[src/rtl/grid_pkg.sv]
// Shared types and constants for the 8x8 Life grid path.
package grid_pkg;

  localparam int unsigned GRID_W   = 64;
  localparam int unsigned ROW_W    = 8;
  localparam int unsigned NUM_ROWS = 8;

  typedef enum logic [1:0] {
    IDLE,
    START_BIT,
    DATA_BITS,
    STOP_BIT
  } tx_state_t;

endpackage

[src/rtl/grid_baud_gen.sv]
// Bit-period timer: pulses tick on the last cycle of each serial bit.
module grid_baud_gen #(
  parameter int unsigned CLKS_PER_BIT = 4
) (
  input  logic clk,
  input  logic reset,
  input  logic en,
  output logic tick
);

  localparam int unsigned CNT_W = (CLKS_PER_BIT > 1) ? $clog2(CLKS_PER_BIT) : 1;
  localparam logic [CNT_W-1:0] LAST = CNT_W'(CLKS_PER_BIT - 1);

  logic [CNT_W-1:0] r_cnt;

  // Count cycles within a bit; parked at 0 while disabled so each frame starts aligned.
  always_ff @(posedge clk or posedge reset) begin
    if (reset) begin
      r_cnt <= '0;
    end else if (!en) begin
      r_cnt <= '0;
    end else if (r_cnt == LAST) begin
      r_cnt <= '0;
    end else begin
      r_cnt <= r_cnt + 1'b1;
    end
  end

  assign tick = en && (r_cnt == LAST);

endmodule

[src/rtl/grid_uart_tx.sv]
// Sends a latched 64-bit grid snapshot as eight 8N1 frames, row 0 first.
module grid_uart_tx
  import grid_pkg::*;
#(
  parameter int unsigned CLKS_PER_BIT = 4
) (
  input  logic              clk,
  input  logic              reset,
  input  logic              start,
  input  logic [GRID_W-1:0] grid,
  output logic              tx,
  output logic              busy,
  output logic              done,
  output logic [2:0]        row_idx
);

  localparam int unsigned ROWC_W = $clog2(NUM_ROWS);
  localparam int unsigned BITC_W = $clog2(ROW_W);
  localparam logic [ROWC_W-1:0] ROW_LAST = ROWC_W'(NUM_ROWS - 1);
  localparam logic [BITC_W-1:0] BIT_LAST = BITC_W'(ROW_W - 1);

  tx_state_t         r_state, w_state_next;
  logic [GRID_W-1:0] r_shadow, w_shadow_next;
  logic [ROWC_W-1:0] r_row, w_row_next;
  logic [BITC_W-1:0] r_bit, w_bit_next;
  logic              r_tx, r_busy, r_done;
  logic              w_tx_next, w_busy_next, w_done_next;
  logic              w_tick;

  grid_baud_gen #(
    .CLKS_PER_BIT(CLKS_PER_BIT)
  ) u_baud (
    .clk  (clk),
    .reset(reset),
    .en   (r_state != IDLE),
    .tick (w_tick)
  );

  // State, shadow grid and row/bit counters.
  always_ff @(posedge clk or posedge reset) begin
    if (reset) begin
      r_state  <= IDLE;
      r_shadow <= '0;
      r_row    <= '0;
      r_bit    <= '0;
    end else begin
      r_state  <= w_state_next;
      r_shadow <= w_shadow_next;
      r_row    <= w_row_next;
      r_bit    <= w_bit_next;
    end
  end

  // Next-state and counter update logic; transitions happen only on bit ticks.
  always_comb begin
    w_state_next  = r_state;
    w_shadow_next = r_shadow;
    w_row_next    = r_row;
    w_bit_next    = r_bit;
    case (r_state)
      IDLE: begin
        if (start) begin
          w_state_next  = START_BIT;
          w_shadow_next = grid;
          w_row_next    = '0;
          w_bit_next    = '0;
        end
      end
      START_BIT: begin
        if (w_tick) w_state_next = DATA_BITS;
      end
      DATA_BITS: begin
        if (w_tick) begin
          w_bit_next = r_bit + 1'b1;
          if (r_bit == BIT_LAST) w_state_next = STOP_BIT;
        end
      end
      STOP_BIT: begin
        if (w_tick) begin
          if (r_row == ROW_LAST) begin
            w_state_next = IDLE;
            w_row_next   = '0;
          end else begin
            w_state_next = START_BIT;
            w_row_next   = r_row + 1'b1;
          end
        end
      end
      default: w_state_next = IDLE;
    endcase
  end

  // Output values for the coming cycle, derived from next state so tx is registered glitch-free.
  always_comb begin
    w_tx_next   = 1'b1;
    w_busy_next = (w_state_next != IDLE);
    w_done_next = (r_state == STOP_BIT) && w_tick && (r_row == ROW_LAST);
    case (w_state_next)
      START_BIT: w_tx_next = 1'b0;
      DATA_BITS: w_tx_next = r_shadow[{w_row_next, w_bit_next}];
      default:   w_tx_next = 1'b1;
    endcase
  end

  // Registered outputs.
  always_ff @(posedge clk or posedge reset) begin
    if (reset) begin
      r_tx   <= 1'b1;
      r_busy <= 1'b0;
      r_done <= 1'b0;
    end else begin
      r_tx   <= w_tx_next;
      r_busy <= w_busy_next;
      r_done <= w_done_next;
    end
  end

  assign tx      = r_tx;
  assign busy    = r_busy;
  assign done    = r_done;
  assign row_idx = r_row;

endmodule

[config.mk]
export PLATFORM = sky130hd
export DESIGN_NAME = grid_uart_tx
export DESIGN_NICKNAME = d
export VERILOG_FILES = /design/src/rtl/grid_pkg.sv /design/src/rtl/grid_baud_gen.sv /design/src/rtl/grid_uart_tx.sv
export SDC_FILE = /design/constraint.sdc
export NUM_CORES = 1
export LEC_CHECK = 0
export ABC_AREA = 1
export CAP_MARGIN = 0
export CORE_MARGIN = 1
export CORE_UTILIZATION = 45
export DETAILED_ROUTE_END_ITERATION = 10
export PLACE_DENSITY = 0.69
export SYNTH_ARGS = -nofsm -noshare
export SYNTH_HDL_FRONTEND = slang
export SYNTH_SLANG_ARGS = --single-unit
[constraint.sdc]
create_clock -name clk -period 6.1 [get_ports clk]
set_input_delay 0.915 -clock clk [delete_from_list [all_inputs] [get_ports clk]]
set_output_delay 0.915 -clock clk [all_outputs]
set_load 0.02 [all_outputs]
## Word level (Yosys, flattened, before mapping)

Index checks and enable logic that the tools add are counted.

- Word-level logic and storage cells: 46
- Memory bits (read-only): 0
- Bits in registers: 77
- RAM bits: 0
- Latch bits: 0
- Input port bits: 67
- Memories kept: 0

- Shift-type cells: 0
- Equality and inequality tests: 8
- Bitwise logic cells: 0
- Multipliers: 0
- Divide/modulo/power cells: 0
- $lt $le $gt $ge: 1
- Mux-type cells: 19
- $add $sub $neg: 3
- Reductions and logical operators: 7

Operator list:

| operator | count |
|---|---|
| 2-to-1 mux 3 bit | 5 |
| 2-to-1 mux 2 bit | 7 |
| one-hot mux 3 bit (2 select lines) | 2 |
| equality test 2 bit, second input constant | 4 |
| one-hot mux 2 bit (4 select lines) | 1 |
| < comparator 6 x 7 -> 1 bit, second input constant | 1 |
| adder 3 x 1 -> 3 bit, second input constant | 2 |
| binary-select mux 1 bit (select 6 bit) | 1 |
| equality test 3 bit, second input constant | 2 |
| equality test 2 x 1 -> 1 bit, second input constant | 2 |
| nonzero test 2 bit | 2 |
| logical AND 1 bit | 3 |
| adder 2 x 1 -> 2 bit, second input constant | 1 |
| logical NOT 2 bit | 1 |
| 2-to-1 mux 1 bit | 2 |
| one-hot mux 1 bit (2 select lines) | 1 |
| AND reduction 2 bit | 1 |

## Depth between registers and ports, before layout

- Word-level depth: 7
- Mapped depth: 18
- Gate-level depth less buffers: 17

## Hierarchy

A second synthesis with hierarchy kept.

- Cells, all modules: 502
- Area total of the unflattened synthesis: 3,918.8 um^2

Modules (own cells, without submodules):

| module | instances | area an instance (um^2) | cells an instance |
|---|---|---|---|
| grid_uart_tx | 1 | 3,827.4 | 492 |
| grid_baud_gen | 1 | 91.3 | 10 |

## Worst setup path before layout

OpenSTA, ideal clock, no wires.

- Kind: input to register
- From: in start
- To: reg r_tx (netlist: tx)
- Library setup time: 75 ps
- Stages: 15
- Arrival: 2,028 ps
- Setup slack: 3,997 ps
- Data required time: 6,025 ps
- Buffers on the path: 1
- Path through: inv_1 > nand2_1 > nand2_1 > nand2_1 > nand2_2 > inv_2 > buf_6 > nand3_1 > nand3_1 > nand3_1 > nand3_1 > nand3_1 > nand2_1 > nand2_1 > nand2_1

- Cells in the longest elaborated chain, start to end: 5
- Elaborated cells between the ends (all ways): 11

Ends and longest elaborated chain:

| element | line | source |
|---|---|---|
| start: declaration | grid_uart_tx.sv:9 | `input logic start,` |
| 2-to-1 mux 3 bit | grid_uart_tx.sv:62 | `if (start) begin` |
| one-hot mux 3 bit (2 select lines) | grid_uart_tx.sv:60 | `case (r_state)` |
| binary-select mux 1 bit (select 6 bit) | grid_uart_tx.sv:100 | `DATA_BITS: w_tx_next = r_shadow[{w_row_next, w_bit_next}];` |
| 2-to-1 mux 1 bit (implied by the code) | grid_uart_tx.sv:100 |  |
| one-hot mux 1 bit (2 select lines) * | grid_uart_tx.sv:98 | `case (w_state_next)` |
| named net w_tx_next | grid_uart_tx.sv:27 | `logic w_tx_next, w_busy_next, w_done_next;` |
| end signal: assignment | grid_uart_tx.sv:112 | `r_tx <= w_tx_next;` |
| end: declaration | grid_uart_tx.sv:26 | `logic r_tx, r_busy, r_done;` |

Mark *: on every way through the listed nets, which the timed path passes. The rest lies on a longest branch. The select of a mux whose other input is x is not followed.
A chain may end at the register's enable or synchronous reset.

## Final worst setup path

- From: reg r_state[0]
- To: reg r_tx (netlist: tx)

- Cells in the longest elaborated chain, start to end: 7
- Elaborated cells between the ends (all ways): 21

Ends and longest elaborated chain:

| element | line | source |
|---|---|---|
| start: declaration | grid_uart_tx.sv:22 | `tx_state_t r_state, w_state_next;` |
| start signal: assignment | grid_uart_tx.sv:47 | `r_state <= w_state_next;` |
| nonzero test 2 bit | grid_uart_tx.sv:35 | `.en (r_state != IDLE),` |
| logical AND 1 bit | grid_baud_gen.sv:29 | `assign tick = en && (r_cnt == LAST);` |
| 2-to-1 mux 3 bit (on tied branches) | grid_uart_tx.sv:73, grid_uart_tx.sv:79 |  |
| one-hot mux 3 bit (2 select lines) | grid_uart_tx.sv:60 |  |
| binary-select mux 1 bit (select 6 bit) | grid_uart_tx.sv:100 |  |
| 2-to-1 mux 1 bit (implied by the code) | grid_uart_tx.sv:100 |  |
| one-hot mux 1 bit (2 select lines) * | grid_uart_tx.sv:98 |  |
| named net w_tx_next | grid_uart_tx.sv:27 |  |

Marked as above.

==> summary.txt <==
Clock network
  – Resized Gates After CTS: 0
  – CTS tree: built
  – Root buffer cell: clkbuf_8
  – Post-CTS Setup Inserts: 0
  – Buffer depth of the longest clock path: 2
  – # hold bufs at CTS: 0
  – Clk slew on worst S/H paths: 0.07 ns
  – Total CTS buffers: 9
  – H-tree levels: 3
  – Clock Sinks: 77
  – Worst-Skew Late Latency: 0.36 ns

Timing
  – Final Hold Fails: 0
  – Setup slack after layout: 3.09 ns
  – Final setup viols: 0
  – Worst Tran Pin Value: 0.972 ns
  – RSZ-0062 raised after global routing: false
  – Max Freq: 332 MHz
  – Skew final: 0.00776 ns
  – Minimum clock period: 3.01 ns
  – Period utilization: 49.4%
  – Relative slew margins: 35.2%
  – Max Slew Vio Count: 0
  – Setup TNS: 0 ns

Place
  – Setup WS pre-CTS: 2.75 ns
  – IO buf count: 72
  – Final GP Congestion: 0.804
  – Placed cell area: 0.00472 mm²
  – Post-DP HPWL: 6.05 mm

Worst setup path
  – Crit path cell chain: inv_1 > ha_1 > inv_1 > nand2_1 > nand2_1 > nand3_2 > nand2_4 > nand2_1 > o21ai_1 > nand2_1 > nand3_1 > nand3_1 > nand3_1 > nand3_1 > nand2_1 > nand2_1 > nand2_1
  – Slowest cell on crit path: nand2_4
  – Path depth of the worst reg2reg path: 17
  – Most frequent CP cell: nand2_1
  – Buffers & Inverters on Critical Path: 2
  – Setup CP Type: flop to flop
  – CP max stage delay: 0.54 ns
  – CP required: 6.40 ns
  – Setup crit start kind: flop
  – Critical path's top delay family: simple AND/OR/NAND/NOR gates
  – Critical path peak fanout: 35
  – Critical Path AT: 3.31 ns
  – Crit end category: flop
  – R2r startpoint: r_state[0]
  – R2r endpoint: tx
  – Reg2Reg Setup Slack: 3.09 ns

Finish
  – Antenna cells: 0
  – Sequential cell area: 0.00193 mm²
  – Area occupied by multi-input gates: 0.00166 mm²
  – Nets: 618
  – Commonest cells after routing, fill and taps aside: nand3_1, dfrtp_1, clkdlybuf4s50_1
  – Commonest non-fill, non-tap cell in the layout: nand3_1
  – Core Util, Final: 58.7%
  – Layout cells sized above 1: 9.56%
  – Area added between synthesis and finish: 24.3%
  – Final Cell Area: 0.00492 mm²
  – Fillers: 776

Yosys
  – Largest family of logic cells by synthesized area: simple AND/OR/NAND/NOR gates
  – Fraction of the mapped netlist area in simple logic gates: 24.2%
  – Synth Instances: 477
  – Mean Syn Cell Area: 8.30 µm²
  – Yosys cell types: 28
  – Top cell type's share of synthesized area: 48.0%
  – Synth Net Count: 555
  – Register area share after synthesis: 48.7%
  – Synth top area cells: dfrtp_1, nand3_1, nand2_1
  – XOR/XNOR Fraction of Synth Area: 0%
  – Cell area after synthesis: 0.00396 mm²
  – Dominant cell type by area after synthesis: dfrtp_1
  – Synth Area in Compound Gates: 8.53%
  – Adder-Cell Fraction of Synth Area: 3.48%
  – Seq cells post-synth: 77
  – Post-synthesis mux area share: 5.40%
  – Synthesis Warnings: 0

Floorplan
  – Die span in x: 95.8 µm
  – Core Region: 0.00838 mm²
  – Die area: 0.00918 mm²
  – Initial Utilization: 47.2%
  – # rows: 33
  – IO Pins: 73
  – DIE HEIGHT: 95.8 µm

Global route
  – First-pass GRT wire length: 15.0 mm
  – Initial antenna violation count: 0
  – Largest net degree at the start of global routing: 78
  – Vias in the first global route: 3300
  – Grt total ovfl: 0
  – All-Layer GR Usage: 21.5%

Worst hold path
  – Hold Crit Endpoint: u_baud.r_cnt[0]
  – Hold Path Class: flop to flop
  – Worst min-delay path startpoint: u_baud.r_cnt[0]
  – Hold path cells: 1

Routing
  – DRC: 0
  – Wire per inst: 13.6 µm
  – Met3 WL: 354 µm
  – WL met2: 4.28 mm
  – Antenna-violating nets left: 0
  – Initial DRC Count: 132
  – DR top layer: met4
  – Met1 Wirelength: 4.05 mm
  – Via Count: 3291
  – 1st-pass router iterations: 4
  – Routed WL: 8.85 mm
  – Vias per cell: 5.07

Power
  – Switch share: 36.5%
  – Comb pwr share: 39.6%
  – Clock Power Share: 19.2%
  – P_sw: 0.739 mW
  – Sequential share of power: 41.2%
  – Cell Pwr Density: 411 mW/mm²
  – Pint: 1.29 mW
  – Worst VDD drop: 0.189 mV
  – P_leak: 2.42 nW

Flow run
  – Max_cap viols: 0

Outcome
  – Outcome: complete, no violations
## cell families (layout without fill, tap and decap cells)
logic type | count (synthesis) | in the layout
DFF | 77 | 77
AOI/OAI and AO/OA | 61 | 61
adders and majority gates | 11 | 11
muxes | 19 | 19
buffers and inverters | 94 | 161
and+or+nand+nor | 215 | 215
## per-stage QoR
step	hold slack [ns]	power (mW)	cells
floorplan	0.415	1.42	477
global placement	0.428	1.62	634
detailed placement	0.430	1.65	634
CTS	0.444	2.04	649
global route	0.455	2.19	649
finish	0.440	2.02	649
## how the worst max path moves through the flow
stage               startpoint  endpoint  slack [ns]  cells after the start
floorplan                reset      busy        3.22                      1
global placement         start        tx        2.81                     16
detailed placement       start        tx        2.75                     16
CTS                 r_state[0]        tx        3.09                     17
global route        r_state[0]        tx        2.76                     17
finish              r_state[0]        tx        3.09                     17
## cell usage after synthesis
cell type,n
nand2_2,3
nand3b_1,6
buf_6,1
dfrtp_1,76
nor3_1,1
a21oi_1,47
inv_1,67
buf_4,4
ha_1,11
o21ai_4,1
clkbuf_1,11
dfstp_2,1
inv_2,4
o21ai_1,2
buf_2,6
or2_2,1
nor2_1,48
a22oi_1,2
o211ai_2,1
o21ai_0,6
nand3_1,84
mux2_2,19
o22ai_1,1
nand3_2,1
clkinv_1,1
nand2_4,1
nand2_1,70
a22oi_2,1
## registers in the layout, indices dropped and copies added (netlist names)
register      cells
busy              1
done              1
r_bit             3
r_shadow         64
r_state           2
row_idx           3
tx                1
u_baud.r_cnt      2
## cell type report
cell class                 instances  area share, %
inverter                          72           5.49
sequential                        77           39.2
timing repair buffer              74           15.0
multi-input combinational        306           33.7
clock inverter                     4          0.966
tap                              105           2.67
clock buffer                      11           3.08
## power groups by stage
stage	Combinational, mW	Sequential (mW)	Clock [mW]
3_3_place_gp	0.779	0.839	0
6_report	0.802	0.834	0.388
5_1_grt	0.914	0.853	0.421
4_1_cts	0.808	0.834	0.397
2_1_floorplan	0.603	0.819	0
3_5_place_dp	0.803	0.844	0
## layer usage
metal  up-vias  global-route usage [%]
li1       1656                       -
met1      1540                    26.4
met2        77                    37.0
met3        18                    5.61
met4         0                    6.59
met5         -                       0
Power figures use the tool's default switching activity.
